### src/rtl/flag_branch_ctrl.sv
// ---------------------------------------------------------------------------
// flag_branch_ctrl
//   Condition-flag and branch-resolution controller. Holds the architectural
//   NZCV register and counts in-flight flag-setting ops. It resolves B,
//   B.cond, CBZ and CBNZ. A B.cond stalls until every older flag write has
//   landed.
//
// Optional feature (compile-time macro): FLAG_FWD_EN
//   When defined, a B.cond waiting on the last outstanding flag write is
//   evaluated directly on wr_nzcv. This skips the EVAL cycle.
//
// Ports
//   clk            in   clock, rising edge
//   reset_n        in   asynchronous active-low reset
//   iss_set_flags  in   flag-setting op enters EX (older than same-cycle branch)
//   iss_ready      out  low when MAX_PEND ops are outstanding
//   wr_valid       in   flag result write
//   wr_nzcv        in   {N,Z,C,V} for the write
//   br_req_valid   in   branch request from decode
//   br_req_ready   out  high only in IDLE
//   br_type        in   00 B, 01 B.cond, 10 CBZ, 11 CBNZ
//   br_cond        in   ARM condition code for B.cond
//   br_opnd_zero   in   register-operand zero bit for CBZ/CBNZ
//   br_done        out  one-cycle resolution pulse
//   br_taken       out  branch outcome, valid with br_done, else 0
//   stall          out  high while a B.cond waits (WAIT or EVAL)
//   nzcv           out  architectural flags
//   err            out  sticky protocol error
// ---------------------------------------------------------------------------
module flag_branch_ctrl #(
    parameter int unsigned MAX_PEND = 3
) (
    input  logic       clk,
    input  logic       reset_n,
    input  logic       iss_set_flags,
    output logic       iss_ready,
    input  logic       wr_valid,
    input  logic [3:0] wr_nzcv,
    input  logic       br_req_valid,
    output logic       br_req_ready,
    input  logic [1:0] br_type,
    input  logic [3:0] br_cond,
    input  logic       br_opnd_zero,
    output logic       br_done,
    output logic       br_taken,
    output logic       stall,
    output logic [3:0] nzcv,
    output logic       err
);

    localparam int unsigned PW = $clog2(MAX_PEND + 1);
    localparam logic [PW-1:0] MaxP = PW'(MAX_PEND);
    localparam logic [PW-1:0] OneP = PW'(1);

    typedef enum logic [1:0] {StIdle, StWait, StEval} state_t;

    state_t        r_state;
    logic [PW-1:0] r_pending;
    logic [3:0]    r_nzcv;
    logic [3:0]    r_cond;
    logic          r_br_done;
    logic          r_br_taken;
    logic          r_err;

    logic [PW-1:0] w_pend_next;
    logic          w_pend_zero;
    logic          w_pend_full;
    logic          w_nzcv_we;
    logic          w_err_set;
    logic          w_accept;
    logic          w_fwd_hit;

    // ARM condition evaluation. The odd codes invert the even ones, except
    // 1111 (NV), which is always taken, like AL.
    function automatic logic cond_eval(input logic [3:0] c, input logic [3:0] f);
        logic fn, fz, fc, fv, r;
        fn = f[3];
        fz = f[2];
        fc = f[1];
        fv = f[0];
        unique case (c[3:1])
            3'd0: r = fz;
            3'd1: r = fc;
            3'd2: r = fn;
            3'd3: r = fv;
            3'd4: r = fc & ~fz;
            3'd5: r = (fn == fv);
            3'd6: r = ~fz & (fn == fv);
            default: r = 1'b1;
        endcase
        if (c[0] && (c[3:1] != 3'd7)) begin
            r = ~r;
        end
        return r;
    endfunction

    assign w_pend_zero = (r_pending == '0);
    assign w_pend_full = (r_pending == MaxP);
    assign w_nzcv_we   = wr_valid & ~w_pend_zero;
    assign w_err_set   = (wr_valid & w_pend_zero) | (iss_set_flags & w_pend_full);
    assign w_accept    = br_req_valid & (r_state == StIdle);

    // Saturating counter: an issue and a write in the same cycle cancel each other.
    always_comb begin
        w_pend_next = r_pending;
        if (iss_set_flags && !wr_valid) begin
            if (!w_pend_full) w_pend_next = r_pending + OneP;
        end else if (wr_valid && !iss_set_flags) begin
            if (!w_pend_zero) w_pend_next = r_pending - OneP;
        end
    end

`ifdef FLAG_FWD_EN
    // The last outstanding write lands this cycle, and no younger op is issuing.
    assign w_fwd_hit = wr_valid & ~iss_set_flags & (r_pending == OneP);
`else
    assign w_fwd_hit = 1'b0;
`endif

    always_ff @(posedge clk or negedge reset_n) begin
        if (!reset_n) begin
            r_pending <= '0;
            r_nzcv    <= 4'b0000;
            r_err     <= 1'b0;
        end else begin
            r_pending <= w_pend_next;
            if (w_nzcv_we) r_nzcv <= wr_nzcv;
            if (w_err_set) r_err <= 1'b1;
        end
    end

    always_ff @(posedge clk or negedge reset_n) begin
        if (!reset_n) begin
            r_state    <= StIdle;
            r_cond     <= 4'b0000;
            r_br_done  <= 1'b0;
            r_br_taken <= 1'b0;
        end else begin
            r_br_done  <= 1'b0;
            r_br_taken <= 1'b0;
            unique case (r_state)
                StIdle: begin
                    if (w_accept) begin
                        unique case (br_type)
                            2'b00: begin
                                r_br_done  <= 1'b1;
                                r_br_taken <= 1'b1;
                            end
                            2'b01: begin
                                if (w_pend_zero && !iss_set_flags && !wr_valid) begin
                                    r_br_done  <= 1'b1;
                                    r_br_taken <= cond_eval(br_cond, r_nzcv);
                                end else if (w_fwd_hit) begin
                                    r_br_done  <= 1'b1;
                                    r_br_taken <= cond_eval(br_cond, wr_nzcv);
                                end else begin
                                    r_cond  <= br_cond;
                                    r_state <= StWait;
                                end
                            end
                            2'b10: begin
                                r_br_done  <= 1'b1;
                                r_br_taken <= br_opnd_zero;
                            end
                            2'b11: begin
                                r_br_done  <= 1'b1;
                                r_br_taken <= ~br_opnd_zero;
                            end
                            default: ;
                        endcase
                    end
                end
                StWait: begin
                    if (w_fwd_hit) begin
                        r_br_done  <= 1'b1;
                        r_br_taken <= cond_eval(r_cond, wr_nzcv);
                        r_state    <= StIdle;
                    end else if (w_pend_next == '0) begin
                        r_state <= StEval;
                    end
                end
                StEval: begin
                    r_br_done  <= 1'b1;
                    r_br_taken <= cond_eval(r_cond, r_nzcv);
                    r_state    <= StIdle;
                end
                default: r_state <= StIdle;
            endcase
        end
    end

    assign iss_ready    = ~w_pend_full;
    assign br_req_ready = (r_state == StIdle);
    assign stall        = (r_state != StIdle);
    assign br_done      = r_br_done;
    assign br_taken     = r_br_taken;
    assign nzcv         = r_nzcv;
    assign err          = r_err;

endmodule

### config.mk
export PLATFORM = sky130hd
export DESIGN_NAME = flag_branch_ctrl
export DESIGN_NICKNAME = d
export VERILOG_FILES = /design/src/rtl/flag_branch_ctrl.sv
export SDC_FILE = /design/constraint.sdc
export NUM_CORES = 1
export LEC_CHECK = 0
export ABC_AREA = 0
export CAP_MARGIN = 30
export CORE_AREA = 2 2 53 43
export DETAILED_ROUTE_END_ITERATION = 10
export DIE_AREA = 0 0 55 45
export GPL_TIMING_DRIVEN = 0
export PLACE_DENSITY = 0.86
export SLEW_MARGIN = 15
export SYNTH_ARGS = -nofsm -noshare
export SYNTH_HDL_FRONTEND = slang
export SYNTH_SLANG_ARGS = --single-unit
### constraint.sdc
create_clock -name clk -period 3.2 [get_ports clk]
set_input_delay 0.64 -clock clk [delete_from_list [all_inputs] [get_ports clk]]
set_output_delay 0.64 -clock clk [all_outputs]
set_load 0.1 [all_outputs]
After elaboration in Yosys (flattened, before gate mapping)
Index checks and enable logic that the tools add are counted.

Bits in registers: 15. Latch bits: 0. RAM bits: 0. Bits in read-only memories: 0. Input port bits: 16. Output and inout port bits: 10. Logic and storage cells: 92. Memories: 0.

Add/sub/neg operators: 2. Multipliers: 0. Div/mod/pow operators: 0. $lt $le $gt $ge: 0. Equal/unequal tests: 25. Shifts and indexed selects: 0. Mux-type cells: 26. Bitwise logic cells: 14. Reductions and logical operators: 18.

Operator list (count): 3-bit == test (second input constant) (6); 2-bit 2-to-1 mux (8); 1-bit one-hot mux with 7 select lines (2); 3-bit by 2-bit == test with 1-bit output (second input constant) (4); 1-bit 2-to-1 mux (11); 2-bit == test (second input constant) (4); 2-bit logical NOT (4); 4-bit AND reduction (2); 1-bit NOT (7); 1-bit bitwise AND (6); 3-bit by 1-bit == test with 1-bit output (second input constant) (2); 1-bit logical AND (6); 3-bit logical NOT (2); 3-bit != test (second input constant) (2); 1-bit one-hot mux with 2 select lines (3); 2-bit by 1-bit == test with 1-bit output (second input constant) (2); 2-bit by 1-bit != test with 1-bit output (second input constant) (2); 2-bit != test (second input constant) (2); 1-bit one-hot mux with 4 select lines (1); 2-bit one-hot mux with 2 select lines (1); 3-bit OR reduction (1); 2-bit by 1-bit adder with 2-bit output (second input constant) (1); 1-bit logical NOT (2); 2-bit nonzero test (1); other kinds (3) (3).

Logic depth before layout (Yosys ltp)
Word-level depth: 13. Mapped depth: 6. Depth with buffers taken out: 5.

Worst setup path after synthesis
OpenSTA, ideal clock, no wires.

Path kind: flip-flop to output port. Start point: register r_state[1]. End point: output port stall. Data arrival time: 2666 ps. Required time: 2560 ps. Slack: -106 ps. Stages on the path, launching flop included: 3. Buffers on the path: 0. Cells stage by stage: dfrtp_1 nor2_1 inv_1.

Word-level cells in the longest chain between the ends: 1.

RTL lines: start: declaration (line 57) `state_t r_state;`; start signal: assignment (line 134) `r_state <= StIdle;`; start signal: assignment (line 158) `r_state <= StWait;`; start signal: assignment (line 177) `r_state <= StIdle;`; 2-bit nonzero test (line 194) `assign stall = (r_state != StIdle);`; end: declaration (line 46) `output logic stall,`.

Every way passes these cells.

Final worst setup path
Start point: register r_pending[0]. End point: output port iss_ready.

Word-level cells in the longest chain between the ends: 2.

RTL lines: start: declaration (line 58) `logic [PW-1:0] r_pending;`; start signal: assignment (line 126) `r_pending <= w_pend_next;`; 2-bit == test (line 98) `assign w_pend_full = (r_pending == MaxP);`; 1-bit NOT (line 192) `assign iss_ready = ~w_pend_full;`; end: declaration (line 36) `output logic iss_ready,`.

Every way passes these cells.

==> metrics.yaml <==
grt:
  grtUsageTotal_pct: 18.5
  grt_pass1_wl_mm: 3.23
  grt-ovfl-total: 0
  grt_start_max_net_pins: 16
  antenna_found_initial: 0
  grt_pass1_vias: 744
detailed_routing:
  post_drt_wl_per_cell_um: 14.1
  drt-total-wl_mm: 1.95
  remaining_drc_errors: 0
  routed_via_density: 5.56
  postRouteAntennaNets: 0
  drt-initial-drc-count: 14
  firstDrtPassIters: 4
  num_vias: 767
cells_and_area:
  drive_gt1_share_pct: 18.4
  antenna_cells: 0
  area_delta_synth_final_pct: 34.4
  final_nets: 131
  final_cell_mix: "clkdlybuf4s50_1 (25), dfrtp_1 (15), mux2_2 (10), nand2_1 (6), inv_1 (5)"
  layout_commonest_cell: "clkdlybuf4s50_1"
yosys:
  syn-num-nets: 101
  synth_adder_area_share_pct: 0
  synth_top_family_by_area: "simple AND/OR/NAND/NOR gates"
  synth_warnings: 0
  synth_xor_xnor_area_share_pct: 2.92
  ys_seq_elements: 15
  async_flop_share_pct: 100
  seq_area_frac_synth_pct: 41.7
  synth.distinct_cells: 33
  yosys.area_share.simple_pct: 20.6
  synth_compound_area_share_pct: 15.0
  syn_inst: 85
  synth_edf_count: 0
  synthMuxAreaShare_pct: 17.2
  synth_ff_type: "dfrtp_1"
  syn-cell-area_um2: 900
  syn_area_per_cell_um2: 10.6
timing:
  rsz0062_at_grt: "false"
  max-slew-margin-rel_pct: 35.1
  finalCritPeriodShare_pct: 85.6
  finalHoldViolCount: 0
  tightest_slew_ns: 0.970
  slew_viol_final: 0
  fin_skew_ns: 0.00530
  finalSetupViolCount: 0
  max_freq_mhz: 365
  finalCriticalPeriod_ns: 2.74
  fin_ws_ns: 0.461
  hold_slack_ns: 0.507
  tns_ns: 0
critical_path:
  critPathArrivalTime_ns: 2.10
  crit_chain: "clkbuf_1 > nand2_1 > clkdlybuf4s50_1"
  critPathBufInv: 2
  path_class: "register to primary output"
  crit_slowest_cell: "clkdlybuf4s50_1"
  crit_path_max_incr_delay_ns: 1.12
  start_kind: "register"
  end_kind: "primary output"
  cp_top_family: "buffers and inverters"
  critPathRequiredTime_ns: 2.56
  crit_fanout: 10
clock_tree:
  cts-root-buf: "clkbuf_4"
  clkSinkCount: 15
  clk_pin_slew_worst_paths_ns: 0.09
  cts_hold_buffers: 0
  tritoncts: "done"
  numCtsBuffers: 3
  post_cts_buffers: 0
  ctsHtreeMaxLevel: 1
  clk_path_buf_depth: 2
  clock_latency_ns: 0.28
  postCtsResizedCells: 0
min_path:
  min-delay-path-class: "register to register"
pwr:
  p_leak_nw: 0.469
  vdd_ir_drop_max_mv: 0.614
  power.density_mw_per_mm2: 838
flow_run:
  drv_cap: 0
placement:
  hpwlAfterDp_mm: 1.55
  place.gp.congestion: 0.854
  portBuffers: 25
  dp_slack_ns: 0.480
floorplanning:
  start_util_pct: 46.7
  ios: 26
  die_area_mm2: 0.00248
  core_mm2: 0.00193
  std_cell_rows: 14
  die_w_um: 55
  chipHeight_um: 45
outcome:
  status: "completed"
stage by stage:
| step | cells | util (%) | power, mW | instance area, µm² |
|---|---|---|---|---|
| global route | 138 | 62.7 | 1.07 | 1210 |
| finish | 138 | 62.7 | 1.01 | 1210 |
| floorplan | 85 | - | 0.762 | 902 |
| global placement | 134 | 61.4 | 0.891 | 1180 |
| CTS | 138 | 62.7 | 1.02 | 1210 |
| detailed placement | 134 | 61.4 | 0.910 | 1180 |
worst reg2reg max path, stage by stage (launching register included):
cell and delay [ns]:
dfrtp_1 0.46, mux4_2 0.49, or4b_1 0.49, nand4b_1 0.10, o21bai_2 0.12, o221ai_2 0.10
cells in the mapped netlist, drive strengths merged, types with 2 or more instances:
| cell | n | area (µm²) |
|---|---|---|
| nor2b | 2 | 12.5 |
| nor2 | 5 | 18.8 |
| xnor2 | 2 | 17.5 |
| nor3b | 2 | 15.0 |
| mux2 | 10 | 113 |
| o41ai | 2 | 25.0 |
| inv | 5 | 18.8 |
| dfrtp | 15 | 375 |
| nand3b | 2 | 15.0 |
| nand2 | 6 | 22.5 |
| mux2i | 2 | 20.0 |
| a31o | 2 | 17.5 |
| o21ai | 3 | 15.0 |
| nand3 | 4 | 20.0 |
| a21oi | 3 | 15.0 |
| nand4 | 3 | 18.8 |
| nand4b | 2 | 17.5 |
flip-flops by register name (all words and copies together), names as in the netlist:
| register | cells |
|---|---|
| br_done | 1 |
| br_taken | 1 |
| err | 1 |
| nzcv | 4 |
| r_cond | 4 |
| r_pending | 2 |
| r_state | 2 |
layout make-up:
class	count	area [µm²]
timing repair buffer	25	250
tap	24	30.0
inverter	5	18.8
fill	165	718
multi-input combinational	64	504
clock buffer	4	26.3
buffer	1	3.75
sequential	15	375
final timing paths:
check,start,to,cells after the start,slack [ns]
min reg2reg,err$_DFFE_PN0P_,err$_DFFE_PN0P_,2,0.51
min,err$_DFFE_PN0P_,err$_DFFE_PN0P_,2,0.51
max,r_pending[0]$_DFF_PN0_,iss_ready,3,0.46
max reg2reg,nzcv[2]$_DFFE_PN0P_,br_taken$_DFF_PN0_,5,1.32
max in group asynchronous,reset_n,nzcv[1]$_DFFE_PN0P_,1,2.03
min in group asynchronous,reset_n,r_pending[1]$_DFF_PN0_,1,0.75
kinds of logic after synthesis:
family / after synthesis
AO/OA/AOI/OAI: 16
XOR/XNOR: 3
buffers and inverters: 6
flip-flops: 15
multiplexers: 13
AND/OR/NAND/NOR: 32
where the power goes:
part           internal [mW]  total (mW)  switching, mW  leakage [nW]
combinational          0.197       0.582          0.386         0.279
sequential             0.246       0.324         0.0785         0.176
clock                 0.0484       0.107         0.0582        0.0150
total                  0.491        1.01          0.522         0.469
layer usage:
layer / GRT usage, % / vias up / share of wire (%)
met2: 29.5 / 24 / 49
met4: 4.88 / 0 / 0
met3: 6.95 / 0 / 5.9
met5: 0 / - / 0
li1: - / 379 / -
met1: 23.6 / 364 / 45
No activity file was read; power rests on OpenSTA's default activity.
